<file path="src/rtl/kalman_forecast.sv">
// Kalman predict (time-update) stage for one axis, shared between roll and pitch.
// It captures X(t-1), P(t-1) and the gyro rate, then produces the a-priori X and P.
module kalman_forecast #(
  parameter logic signed [31:0] DT      = 32'sd328,
  parameter logic signed [31:0] Q_ANGLE = 32'sd66,
  parameter logic signed [31:0] Q_BIAS  = 32'sd197
) (
  input  logic               clk_in,
  input  logic               rst_in,
  input  logic               forecast_en_in,
  input  logic signed [31:0] gyro_in,
  input  logic signed [31:0] angle_t_1_in,
  input  logic signed [31:0] bias_t_1_in,
  input  logic signed [31:0] P_0_0_t_1_in,
  input  logic signed [31:0] P_0_1_t_1_in,
  input  logic signed [31:0] P_1_0_t_1_in,
  input  logic signed [31:0] P_1_1_t_1_in,
  output logic signed [31:0] angle_p_out,
  output logic signed [31:0] bias_p_out,
  output logic signed [31:0] P_0_0_p_out,
  output logic signed [31:0] P_0_1_p_out,
  output logic signed [31:0] P_1_0_p_out,
  output logic signed [31:0] P_1_1_p_out,
  output logic               forecast_done_out,
  output logic               busy_out
);

  typedef enum logic [2:0] {StIdle, StRate, StMul1, StMul2, StMul3, StDone} state_e;

  state_e state_q;
  logic   en_d_q;

  logic signed [31:0] gyro_q, angle_q, bias_q;
  logic signed [31:0] p00_q, p01_q, p10_q, p11_q;
  logic signed [31:0] rate_q, dt_rate_q, dt_p11_q, qb_dt_q;
  logic signed [31:0] angle_n_q, s_q, p01_n_q, p10_n_q, p11_n_q;

  // Q16.16 multiply: bits [47:16] of the full signed product, i.e. an arithmetic
  // shift that floors toward -inf, truncated to 32 bits without saturation.
  function automatic logic signed [31:0] mul(input logic signed [31:0] a,
                                             input logic signed [31:0] b);
    return 32'(({{32{a[31]}}, a} * {{32{b[31]}}, b}) >> 16);
  endfunction

  always_ff @(posedge clk_in or posedge rst_in) begin
    if (rst_in) begin
      state_q           <= StIdle;
      en_d_q            <= 1'b0;
      gyro_q            <= '0;
      angle_q           <= '0;
      bias_q            <= '0;
      p00_q             <= '0;
      p01_q             <= '0;
      p10_q             <= '0;
      p11_q             <= '0;
      rate_q            <= '0;
      dt_rate_q         <= '0;
      dt_p11_q          <= '0;
      qb_dt_q           <= '0;
      angle_n_q         <= '0;
      s_q               <= '0;
      p01_n_q           <= '0;
      p10_n_q           <= '0;
      p11_n_q           <= '0;
      angle_p_out       <= '0;
      bias_p_out        <= '0;
      P_0_0_p_out       <= '0;
      P_0_1_p_out       <= '0;
      P_1_0_p_out       <= '0;
      P_1_1_p_out       <= '0;
      forecast_done_out <= 1'b0;
      busy_out          <= 1'b0;
    end else begin
      en_d_q            <= forecast_en_in;
      forecast_done_out <= 1'b0;
      unique case (state_q)
        StIdle: begin
          // Only a fresh rising edge starts a run; a held level never restarts.
          if (forecast_en_in && !en_d_q) begin
            gyro_q   <= gyro_in;
            angle_q  <= angle_t_1_in;
            bias_q   <= bias_t_1_in;
            p00_q    <= P_0_0_t_1_in;
            p01_q    <= P_0_1_t_1_in;
            p10_q    <= P_1_0_t_1_in;
            p11_q    <= P_1_1_t_1_in;
            busy_out <= 1'b1;
            state_q  <= StRate;
          end
        end
        StRate: begin
          rate_q  <= gyro_q - bias_q;
          state_q <= StMul1;
        end
        StMul1: begin
          dt_rate_q <= mul(DT, rate_q);
          dt_p11_q  <= mul(DT, p11_q);
          qb_dt_q   <= mul(Q_BIAS, DT);
          state_q   <= StMul2;
        end
        StMul2: begin
          angle_n_q <= angle_q + dt_rate_q;
          s_q       <= dt_p11_q - p01_q - p10_q + Q_ANGLE;
          p01_n_q   <= p01_q - dt_p11_q;
          p10_n_q   <= p10_q - dt_p11_q;
          p11_n_q   <= p11_q + qb_dt_q;
          state_q   <= StMul3;
        end
        StMul3: begin
          angle_p_out       <= angle_n_q;
          bias_p_out        <= bias_q;
          P_0_0_p_out       <= p00_q + mul(DT, s_q);
          P_0_1_p_out       <= p01_n_q;
          P_1_0_p_out       <= p10_n_q;
          P_1_1_p_out       <= p11_n_q;
          forecast_done_out <= 1'b1;
          state_q           <= StDone;
        end
        StDone: begin
          busy_out <= 1'b0;
          state_q  <= StIdle;
        end
        default: state_q <= StIdle;
      endcase
    end
  end

endmodule

</file>
<file path="config.mk">
export PLATFORM = sky130hd
export DESIGN_NAME = kalman_forecast
export DESIGN_NICKNAME = d
export VERILOG_FILES = /design/src/rtl/kalman_forecast.sv
export SDC_FILE = /design/constraint.sdc
export NUM_CORES = 2
export LEC_CHECK = 0
export BUFFER_PORTS_ARGS = -buffer_cell sky130_fd_sc_hd__buf_4
export CORE_MARGIN = 8
export CORE_UTILIZATION = 50
export CTS_CLUSTER_SIZE = 14
export DETAILED_ROUTE_END_ITERATION = 10
export HOLD_SLACK_MARGIN = 0.15
export PLACE_DENSITY = 0.69
export SLEW_MARGIN = 10
export SYNTH_ARGS = -nofsm -noshare
export SYNTH_HDL_FRONTEND = slang
export SYNTH_SLANG_ARGS = --single-unit
</file>
<file path="constraint.sdc">
create_clock -name clk_in -period 35.9 [get_ports clk_in]
set_input_delay 3.59 -clock clk_in [delete_from_list [all_inputs] [get_ports clk_in]]
set_output_delay 3.59 -clock clk_in [all_outputs]
set_load 0.05 [all_outputs]
</file>
==> results_dict.tcl <==
set metrics [dict create \
    h-tree-depth 3 \
    nFillCells 7814 \
    cts_buffers 76 \
    row_count 108 \
    worst-path-stages 23 \
    path_max_fanout 4 \
    crit_path_cell_trace "ha_1 -> fa_1 -> ha_1 -> ha_1 -> a211oi_1 -> o21ai_0 -> a2111oi_0 -> o21ai_0 -> a21oi_1 -> inv_1 -> a21oi_1 -> xnor2_1 -> ha_1 -> a2111oi_0 -> o211ai_1 -> nand4b_1 -> a31oi_1 -> o31ai_1 -> a21oi_1 -> o41ai_1 -> o21ai_0 -> xnor2_1 -> o21ai_0" \
    globalplace.congestion 0.931 \
    die_w_um 313 \
    ys_seq_elements 678 \
    path_buf_inv 1 \
    core_um2 87000 \
    post_cts_buffers 0 \
    fmax_mhz 148 \
    clkTransAtPathRegs_ns 0.06 \
    grt_pass1_vias 33700 \
    grt_antenna_before_repair 9 \
    hold_buffers 0 \
    syn_area_um2 44000 \
    dieArea_um2 97700 \
    hpwlAfterDp_um 91000 \
    cts_resized 0 \
    area_delta_synth_final_pct 16.0 \
    wl_um 117000 \
    hp-class "reg -> reg" \
    cts.sinks 678 \
    cp_slowest_cell "a2111oi_0" \
    finalCoreUtilization_pct 58.6 \
    critical-path-top-delay-family "compound AO/OA/AOI/OAI gates" \
    grt_max_degree 256 \
    drt_iter0_drc 2187 \
    grt_usage_pct 23.3 \
    drv_slew 0 \
    worstSkewPairLatency_ns 0.64 \
    syn_nets 5617 \
    syn_inst 4756 \
    wl_per_cell_um 18.3 \
    io_buffers 420 \
    ios 421 \
    synth_top_area_share_pct 38.6 \
    drc 0 \
    initial_core_util_pct 50.5 \
    end_kind "flip-flop" \
    fin_nets 5994 \
    drive_above_1_share_pct 13.7 \
    worst_setup_path_start_kind "flip-flop" \
    timing.final.crit_period_ns 6.76 \
    avgViaCountPerCell 5.34 \
    rsz0062_at_grt "false" \
    clock_path_buffers 3 \
    max_slew.worst_pin.slew_ns 1.24 \
    cp.required_ns 36.37 \
    hold_viol 0 \
    hold_path_depth 2 \
    cts_tree "yes" \
    critPathKind "reg -> reg" \
    setup-tns-final_ns 0 \
    skew_ns 0.0245 \
    synth-edff-count 0 \
    syn_area_per_cell_um2 9.25 \
    yosys_warnings 0 \
    ys_seq_area_share_pct 38.6 \
    die_h_um 313 \
    ant_nets 0 \
    synthTopCellsByArea "dfrtp_1 39%, ha_1 15%, nand2_1 8.1%" \
    critPathArrivalTime_ns 7.23 \
    cts_root_buf "clkbuf_16" \
    grt_pass1_wl_um 186000 \
    yosysTopAreaCell "dfrtp_1" \
    grt_overflow_total 0 \
    ys_types 71 \
    synth-async-reset-ratio_pct 100 \
    first_pass_iters 5 \
    vias 33900 \
    finalCritPeriodShare_pct 18.8 \
    drv_cap 0 \
    max_stage_delay_ns 0.61 \
    report.final.setup_viol 0 \
    slew_headroom_pct 17.1 \
    synthFlopType "dfrtp_1" \
    status "completed" \
    r2r_cells 23 \
]
## cell usage in the layout, fill, tap and decap left out, drive strengths merged, types with 21 or more instances in the layout
cell,count
nor2,110
dfrtp,678
buf,445
a211oi,27
a31oi,31
o21bai,36
o31ai,37
nand3,50
nand2,955
o21a,35
clkbuf,109
o21ai,491
fa,121
nor2b,24
nor3,46
xor2,95
mux2,109
nand2b,35
ha,513
nand4,21
a21oi,190
inv,494
and3,40
a21o,116
o211ai,23
xnor2,139
## metrics by stage
step	instances	cell area, um2	hold WS [ns]	setup WS [ns]
2_1_floorplan	4756	44000	0.430	13.30
3_3_place_gp	6210	48300	0.448	28.43
3_5_place_dp	6210	48300	0.448	28.40
4_1_cts	6351	51000	0.463	29.11
5_1_grt	6351	51000	0.480	28.62
6_report	6357	51000	0.458	29.14
## logic make-up after synthesis
logic type	synth area share, %
fa+ha+maj	20.1
simple gates	13.1
flops	38.6
mux	3.00
buf+inv	5.44
compound gates	15.1
xor+xnor	4.66
## layout make-up
class | count | area (um2) | area share, %
Clock buffer | 109 | 2230 | 4.37
Multi-Input combinational cell | 3441 | 24600 | 48.3
Sequential cell | 678 | 17000 | 33.3
Timing Repair Buffer | 445 | 3370 | 6.60
Tap cell | 1155 | 1450 | 2.83
Inverter | 491 | 1850 | 3.63
Antenna cell | 6 | 15.0 | 0.0294
Clock inverter | 32 | 494 | 0.969
## worst reg2reg max path: stages, from the launching register on
cell       delay, ns
dfrtp_1         0.43
ha_1            0.31
fa_1            0.45
ha_1            0.29
ha_1            0.31
a211oi_1        0.23
o21ai_0         0.19
a2111oi_0       0.61
o21ai_0         0.32
a21oi_1         0.26
inv_1           0.08
a21oi_1         0.17
xnor2_1         0.09
ha_1            0.22
a2111oi_0       0.55
o211ai_1        0.25
nand4b_1        0.19
a31oi_1         0.13
o31ai_1         0.35
a21oi_1         0.20
o41ai_1         0.50
o21ai_0         0.21
xnor2_1         0.16
o21ai_0         0.09
## per-layer routing
layer | vias to the layer above | track usage [%] | wire length [um]
li1 | 16900 | - | -
met1 | 16200 | 33.5 | 55800
met2 | 718 | 36.2 | 51500
met3 | 136 | 5.26 | 7100
met4 | 6 | 4.85 | 2060
met5 | - | 0 | 41
## final timing paths
check / startpoint / to / slack (ns)
setup / recovery: s_q[4]$_DFFE_PP0N_ / P_0_0_p_out[30]$_DFFE_PP0P_ / 29.14
hold / removal: p10_n_q[31]$_DFFE_PP0N_ / P_1_0_p_out[31]$_DFFE_PP0P_ / 0.46
setup reg to reg: s_q[4]$_DFFE_PP0N_ / P_0_0_p_out[30]$_DFFE_PP0P_ / 29.14
hold reg to reg: p10_n_q[31]$_DFFE_PP0N_ / P_1_0_p_out[31]$_DFFE_PP0P_ / 0.46
max in group asynchronous: rst_in / gyro_q[19]$_DFFE_PP0P_ / 29.28
min in group asynchronous: rst_in / p00_q[21]$_DFFE_PP0P_ / 3.10
## synth_stat cells, types with 9 or more instances
library cell / instances
and3_1: 40
inv_1: 491
nand2b_1: 35
and2_1: 10
a2111oi_0: 9
clkbuf_1: 132
nand4_1: 21
nand3_1: 50
xor2_1: 95
o21a_1: 35
o21bai_1: 36
o2111ai_1: 11
fa_1: 121
o21ai_0: 490
nor3_1: 46
or2_2: 12
or3_1: 16
a211oi_1: 27
xnor2_1: 139
buf_1: 13
o211ai_1: 23
a21boi_0: 10
nand2_1: 955
a31o_2: 11
mux2i_1: 9
a21oi_1: 190
nor2_1: 110
mux2_2: 109
dfrtp_1: 678
a31oi_1: 31
ha_1: 513
nor2b_1: 24
o31ai_1: 37
a21o_1: 116
Power is not shown: default switching activity piles up to over one toggle a cycle in this logic, so the estimate is an artifact.
